===== src/rtl/packet_receiver.sv =====
// rtl/packet_receiver.sv - link-side packet receiver writing one input-buffer slot per intact packet
module packet_receiver #(
    parameter int UWIDTH    = 8,
    parameter int PTR_IN_SZ = 4,
    parameter int SIZE_BITS = 3
) (
    input  logic                 clk,
    input  logic                 rst,
    input  logic                 packet_valid,
    input  logic [UWIDTH-1:0]    packet_in,
    input  logic                 wfull,
    output logic                 wen,
    output logic [PTR_IN_SZ-1:0] waddr,
    output logic [UWIDTH-1:0]    wdata,
    output logic                 winc,
    output logic                 crc_err,
    output logic                 abort_err,
    output logic                 drop,
    output logic                 busy
);

    typedef enum logic [2:0] {
        ST_IDLE,
        ST_DST,
        ST_SIZE,
        ST_DATA,
        ST_CRC,
        ST_DROP
    } state_t;

    state_t               state, state_n;
    logic [UWIDTH-1:0]    crc, crc_n;
    logic [SIZE_BITS-1:0] cnt, cnt_n;
    logic                 wen_n, winc_n, crc_err_n, abort_n, drop_n;
    logic [PTR_IN_SZ-1:0] waddr_n;
    logic [UWIDTH-1:0]    wdata_n;

    always_ff @(posedge clk) begin
        if (!rst) begin
            state     <= ST_IDLE;
            crc       <= '0;
            cnt       <= '0;
            wen       <= 1'b0;
            waddr     <= '0;
            wdata     <= '0;
            winc      <= 1'b0;
            crc_err   <= 1'b0;
            abort_err <= 1'b0;
            drop      <= 1'b0;
        end else begin
            state     <= state_n;
            crc       <= crc_n;
            cnt       <= cnt_n;
            wen       <= wen_n;
            waddr     <= waddr_n;
            wdata     <= wdata_n;
            winc      <= winc_n;
            crc_err   <= crc_err_n;
            abort_err <= abort_n;
            drop      <= drop_n;
        end
    end

    always_comb begin
        state_n   = state;
        crc_n     = crc;
        cnt_n     = cnt;
        wen_n     = 1'b0;
        waddr_n   = waddr;
        wdata_n   = wdata;
        winc_n    = 1'b0;
        crc_err_n = 1'b0;
        abort_n   = 1'b0;
        drop_n    = 1'b0;
        case (state)
            ST_IDLE: begin
                if (packet_valid) begin
                    if (wfull) begin
                        drop_n  = 1'b1;
                        state_n = ST_DROP;
                    end else begin
                        wen_n   = 1'b1;
                        waddr_n = '0;
                        wdata_n = packet_in;
                        crc_n   = packet_in;
                        state_n = ST_DST;
                    end
                end
            end
            ST_DST: begin
                if (!packet_valid) begin
                    abort_n = 1'b1;
                    state_n = ST_IDLE;
                end else begin
                    wen_n   = 1'b1;
                    waddr_n = PTR_IN_SZ'(1);
                    wdata_n = packet_in;
                    crc_n   = crc ^ packet_in;
                    state_n = ST_SIZE;
                end
            end
            ST_SIZE: begin
                if (!packet_valid) begin
                    abort_n = 1'b1;
                    state_n = ST_IDLE;
                end else begin
                    wen_n   = 1'b1;
                    waddr_n = PTR_IN_SZ'(2);
                    wdata_n = packet_in;
                    crc_n   = crc ^ packet_in;
                    // Upper SIZE bits are stored but do not contribute to length
                    cnt_n   = packet_in[SIZE_BITS-1:0];
                    state_n = (packet_in[SIZE_BITS-1:0] != '0) ? ST_DATA : ST_CRC;
                end
            end
            ST_DATA: begin
                if (!packet_valid) begin
                    abort_n = 1'b1;
                    state_n = ST_IDLE;
                end else begin
                    wen_n   = 1'b1;
                    waddr_n = waddr + PTR_IN_SZ'(1);
                    wdata_n = packet_in;
                    crc_n   = crc ^ packet_in;
                    cnt_n   = cnt - SIZE_BITS'(1);
                    if (cnt == SIZE_BITS'(1))
                        state_n = ST_CRC;
                end
            end
            ST_CRC: begin
                if (!packet_valid) begin
                    abort_n = 1'b1;
                end else if (packet_in == crc) begin
                    winc_n = 1'b1;
                end else begin
                    crc_err_n = 1'b1;
                end
                state_n = ST_IDLE;
            end
            ST_DROP: begin
                if (!packet_valid)
                    state_n = ST_IDLE;
            end
            default: state_n = ST_IDLE;
        endcase
    end

    assign busy = (state != ST_IDLE);

endmodule

===== config.mk =====
export PLATFORM = sky130hd
export DESIGN_NAME = packet_receiver
export DESIGN_NICKNAME = d
export VERILOG_FILES = /design/src/rtl/packet_receiver.sv
export SDC_FILE = /design/constraint.sdc
export NUM_CORES = 1
export LEC_CHECK = 0
export ABC_AREA = 1
export CAP_MARGIN = 25
export CORE_ASPECT_RATIO = 0.7
export CORE_MARGIN = 5
export CORE_UTILIZATION = 23
export DETAILED_ROUTE_END_ITERATION = 6
export PLACE_DENSITY = 0.46
export SLEW_MARGIN = 20
export SYNTH_ARGS = -nofsm -noshare
export SYNTH_HDL_FRONTEND = slang
export SYNTH_SLANG_ARGS = --single-unit

===== constraint.sdc =====
create_clock -name clk -period 1.4 [get_ports clk]
set_input_delay 0.21 -clock clk [delete_from_list [all_inputs] [get_ports clk]]
set_output_delay 0.21 -clock clk [all_outputs]
set_load 0.005 [all_outputs]

==> impl_metrics.toml, run 1 <==
[sta]
post-route-min-period_ns = 1.360
whs_ns = 0.4045
clock.fmax_mhz = 735.2
setup_violations = 0
worst-slew-pin-transition_ns = 0.2520
rsz0062_at_grt = "yes"
maxSlewViolCount = 0
finalCritPeriodShare_pct = 97.15
fin_skew_ns = 0.006072
hold_viol = 0
max_slew_margin_pct = 83.17

[logic_synthesis]
synthCells = 193
synth-seq-area-share_pct = 43.02
async_reset_ff_share_pct = 0
ys_ff_latch = 31
synthFlopType = "dfxtp_1"
yosysUniqueCellTypes = 26
syn-num-nets = 208
syn_area_mm2 = 0.001443
yosysMostFrequentCell = "nand2_1"
ys_top_cells_by_area = "dfxtp_1 (43%), nand2_1 (14%), xnor2_1 (6.7%)"
syn_avg_cell_area_um2 = 7.475
synth_top_area_cell = "dfxtp_1"
synth_common_cells = "nand2_1 (54), dfxtp_1 (31), nor2_1 (23)"
ys_warn_count = 0
synth.top_cell.area_share_pct = 43.02
synth_edf_count = 0

[routing]
drc = 0
postRouteAntennaNets = 0
wl_per_cell_um = 11.48
viasPerCell = 4.140
wl_um = 3684
vias = 1329
dr.pass1.iters = 4
dr.first_iter.drc_count = 36

[grt]
grt_pass1_vias = 1288
grt_overflow = 0
grt_max_degree = 14
grt_antenna_before_repair = 0
track_usage_pct = 9.611
grt_pass1_wl_um = 6258

[power_and_ir_drop]
comb_power_share_pct = 24.6
clockPowerShare_pct = 33.0
p_per_area_mw_per_mm2 = 1150
seq_power_share_pct = 42.4
p_sw_uw = 672.8
leakage_nw = 0.8770
ir_drop_mv = 0.3872
swShare_pct = 28.38
p_total_mw = 2.371
internal_power_mw = 1.698

[hold_path]
min_path_type = "primary input to flop"
min_from = "packet_valid"

[worst_setup_path]
cp_max_fo = 3
required_ns = 1.19
path_buf_inv = 1
setup.worst_path.start = "waddr[3]"
critPathSlowestCell = "clkdlybuf4s50_1"
arrival_ns = 1.15
cp-end-kind = "primary output"
r2r_start = "state[0]"
worstPathCellList = "clkdlybuf4s50_1"
crit_path_max_incr_delay_ns = 0.51
cp_top_family = "buffers and inverters"
start_kind = "flop"
worstSetupPathType = "flop to primary output"

[clocking]
cts_tree = "yes"
clk_pin_slew_ns = 0.07
ctsHoldBuffers = 0
cts_setup_buffers = 0
cts_sinks = 31
clock_tree.root_cell = "clkbuf_8"
cts_buffers = 5
cts_buffer_depth = 2
clock_latency_ns = 0.28
htreeDepth = 2

[placement]
place_inst = 313
dp_hpwl_um = 2854
place_congestion = 0.8002
place_area_mm2 = 0.001934
port-buffer-count = 29

[cells_and_area]
fin_cells = 321
final_layout_size_suffix_gt1_share_pct = 16.05
num_antenna_cells = 0
area_delta_synth_final_pct = 42.93
finalInstanceArea_mm2 = 0.002062
fin_nets = 257

[die]
io_pins = 30
chipWidth_um = 104.7
die_area_mm2 = 0.007981
coreArea_mm2 = 0.006156
die_y_um = 76.26
row_count = 24
start_util_pct = 23.43

[job]
maxCapViolCount = 0

[status]
outcome = "complete, no violations"
==> cell type report <==
type                            instances  area [µm²]
Fill cell                             650        4094
Multi-Input combinational cell        142       738.2
Sequential cell                        31       630.6
Timing Repair Buffer                   46       435.4
Clock buffer                            8       100.1
Tap cell                               78       97.59
Inverter                               16       60.06
==> placed cells by master (no fill, tap or decap), types with 2 or more instances in the layout <==
cell,count
dlymetal6s2s_1,2
nor2_1,22
nor3_1,2
nand3_1,11
inv_1,11
o21ai_0,8
dfxtp_4,2
nand4_1,4
a21oi_1,16
clkbuf_8,7
dfxtp_2,2
nor2_4,2
inv_2,4
xnor2_1,11
dfxtp_1,27
nand2_4,3
nand2_1,54
buf_4,16
clkdlybuf4s50_1,26
ha_1,3
==> stage by stage <==
| step | setup slack (ns) | util, % | TNS (ns) |
|---|---|---|---|
| after CTS | 0.009780 | 33.09 | 0 |
| final | 0.03992 | 33.50 | 0 |
| after detailed placement | -0.1956 | 31.42 | -2.947 |
| after global routing | -0.006051 | 33.50 | -0.006051 |
| after floorplan | 0.2638 | - | 0 |
| after global placement | -0.1538 | 31.42 | -2.458 |
==> worst min-delay path, stage by stage <==
cell	delay, ns
dlymetal6s2s_1	0.17
inv_1	0.09
buf_4	0.12
nor3_1	0.04
==> flip-flops by register name (all words and copies together) (netlist names) <==
name / cells
drop: 1
crc: 8
wdata: 8
wen: 1
cnt: 3
waddr: 4
crc_err: 1
state: 3
abort_err: 1
winc: 1
==> what timing repair did <==
item	4_1_cts	5_1_grt
endpoints found under the hold margin	0	0
pin swaps	0	2
endpoints found under the setup margin	4	18
resized for setup	4	11
==> worst paths after layout <==
| path | end | slack, ns | depth (start not counted) |
|---|---|---|---|
| worst max-delay path | waddr[3] | 0.04 | 1 |
| worst min-delay path | drop | 0.40 | 4 |
| worst max register to register | crc[2] | 0.12 | 7 |
| worst min register to register | wdata[3] | 0.46 | 2 |
==> logic make-up after synthesis <==
kind of cell / count (synthesis) / share of synthesized area [%]
AOI/OAI and AO/OA: 28 / 10.93
and+or+nand+nor: 99 / 29.49
buffers and inverters: 20 / 6.678
adders and majority gates: 3 / 2.602
xor gates and xnor gates: 12 / 7.285
DFF: 31 / 43.02
==> power by group through the flow <==
stage / Clock, mW / Combinational [mW] / Sequential [mW]
after CTS: 0.803 / 0.575 / 1.00
after global routing: 0.861 / 0.654 / 1.02
after detailed placement: 0 / 0.577 / 1.02
after floorplan: 0 / 0.296 / 1.02
final: 0.782 / 0.584 / 1.01
after global placement: 0 / 0.579 / 1.02
==> layer usage <==
metal  wire (µm)  track usage, %
met2        1425           13.46
met4          33           2.299
met3         232           4.234
met5           0               0
met1        1993           13.44
No activity file was read; power rests on OpenSTA's default activity.
==> run 2, diff against run 1 <==
CORE_UTILIZATION = 30   (was 23)
PLACE_DENSITY = 0.51   (was 0.46)
==> impl_metrics.toml, run 2 (synthesis results as in run 1) <==
[status]
outcome = "complete, no violations"

[routing]
drc = 0
vias = 1367
wl_per_cell_um = 11.67
wl_um = 3571
viasPerCell = 4.467
dr.pass1.iters = 4
dr.first_iter.drc_count = 40
postRouteAntennaNets = 0

[worst_setup_path]
crit_path_max_incr_delay_ns = 0.50
cp_top_family = "buffers and inverters"
arrival_ns = 1.15
path_buf_inv = 1
cp_max_fo = 5
required_ns = 1.19
worstSetupPathType = "flop to primary output"
worstPathCellList = "clkdlybuf4s50_1"
critPathSlowestCell = "clkdlybuf4s50_1"
start_kind = "flop"
cp-end-kind = "primary output"
reg2reg_depth = 7
worst-path-stages = 1

[power_and_ir_drop]
clockPowerShare_pct = 32.6
leakage_nw = 0.9205
ir_drop_mv = 0.4768
swShare_pct = 28.00
comb_power_share_pct = 25.5
p_sw_uw = 671.9
seq_power_share_pct = 41.9
internal_power_mw = 1.728
p_per_area_mw_per_mm2 = 1152

[grt]
grt_pass1_wl_um = 6037
use_met3_pct = 4.176
busiest_layer = "met2"
grt_pass1_vias = 1295
grt_max_degree = 13
grt_antenna_before_repair = 0
groute.layer.met2.usage_pct = 17.67
grt_overflow = 0
grtUsageMet1_pct = 17.60
track_usage_pct = 12.48

[placement]
dp_hpwl_um = 2716
port-buffer-count = 29
place_congestion = 0.7843
place_area_mm2 = 0.001943

[cells_and_area]
fin_util_pct = 44.05
final_layout_size_suffix_gt1_share_pct = 18.47
area_delta_synth_final_pct = 44.41
finalInstanceArea_mm2 = 0.002083
reg_top3 = "crc x8, wdata x8, waddr x4"
fin_nets = 263
num_antenna_cells = 0
ff_latch_area_um2 = 630.6
fillers = 501
multi_input_area_um2 = 728.2
layout_commonest_cell = "nand2_1"
layout_common_cells = "nand2_1 (54), clkdlybuf4s50_1 (26), dfxtp_1 (25)"

[sta]
whs_ns = 0.4546
fin_skew_ns = 0.003066
maxSlewViolCount = 0
rsz0062_at_grt = "no"
max_slew_margin_pct = 83.93
setup_violations = 0
clock.fmax_mhz = 734.7
hold_viol = 0
finalCritPeriodShare_pct = 97.23
worst-slew-pin-transition_ns = 0.2403
post-route-min-period_ns = 1.361

[clocking]
clk_pin_slew_ns = 0.07
cts_buffer_depth = 2
cts_tree = "yes"
cts_buffers = 5
clock_latency_ns = 0.28
htreeDepth = 2
ctsHoldBuffers = 0
cts_sinks = 31
clock_tree.root_cell = "clkbuf_8"

[die]
coreArea_mm2 = 0.004730
die_y_um = 68.02
io_pins = 30
die_area_mm2 = 0.006318
row_count = 21
chipWidth_um = 92.89
start_util_pct = 30.50

[hold_path]
min_path_type = "flop to flop"
whs_path_depth = 2

[job]
maxCapViolCount = 0
-- run 2: through the flow --
step	total power, mW	std cells	TNS (ns)	setup WS [ns]
2_1_floorplan	1.320	193	0	0.2638
3_3_place_gp	1.623	295	-2.749	-0.1518
3_5_place_dp	1.620	295	-2.914	-0.1746
4_1_cts	2.422	305	0	0.005726
5_1_grt	2.556	306	0	0.01014
6_report	2.399	306	0	0.03882
-- run 2: area by class of cell --
| class | instances | share of cell area [%] |
|---|---|---|
| clock buffer | 8 | 4.805 |
| inverter | 16 | 2.883 |
| multi-input combinational | 142 | 34.95 |
| sequential | 31 | 30.27 |
| tap | 57 | 3.423 |
| timing repair buffer | 52 | 23.66 |
-- run 2: worst paths after layout --
| kind | end | slack [ns] | from |
|---|---|---|---|
| worst max-delay path | waddr[0] | 0.04 | waddr[0] |
| worst min-delay path | wdata[4] | 0.45 | wdata[4] |
| worst max register to register | cnt[2] | 0.13 | state[0] |
| worst min register to register | wdata[4] | 0.45 | wdata[4] |
-- run 2: timing repair --
item,in CTS,in global routing
resized for setup,6,7
pin swaps,0,1
cloned,0,0
setup endpoints to repair,4,13
endpoints found under the hold margin,0,0
setup buffers,2,1
-- run 2: per-layer routing --
| metal | vias to the layer above | share of wire [%] |
|---|---|---|
| li1 | 729 | - |
| met1 | 593 | 54 |
| met2 | 38 | 38 |
| met3 | 7 | 6.4 |
| met4 | 0 | 1.4 |
| met5 | - | 0 |
-- run 2: power groups by stage --
stage / clock network (mW) / registers [mW] / logic [mW]
6_report: 0.782 / 1.01 / 0.611
3_5_place_dp: 0 / 1.02 / 0.597
4_1_cts: 0.809 / 1.00 / 0.608
2_1_floorplan: 0 / 1.02 / 0.296
3_3_place_gp: 0 / 1.02 / 0.599
5_1_grt: 0.859 / 1.02 / 0.681
-- run 2: worst reg2reg max path: cells and delay by family (launching register included) --
kind,cells,cell delay (ns)
buffers and inverters,3,0.41
flip-flops,1,0.34
AO/OA/AOI/OAI,2,0.16
AND/OR/NAND/NOR,2,0.24
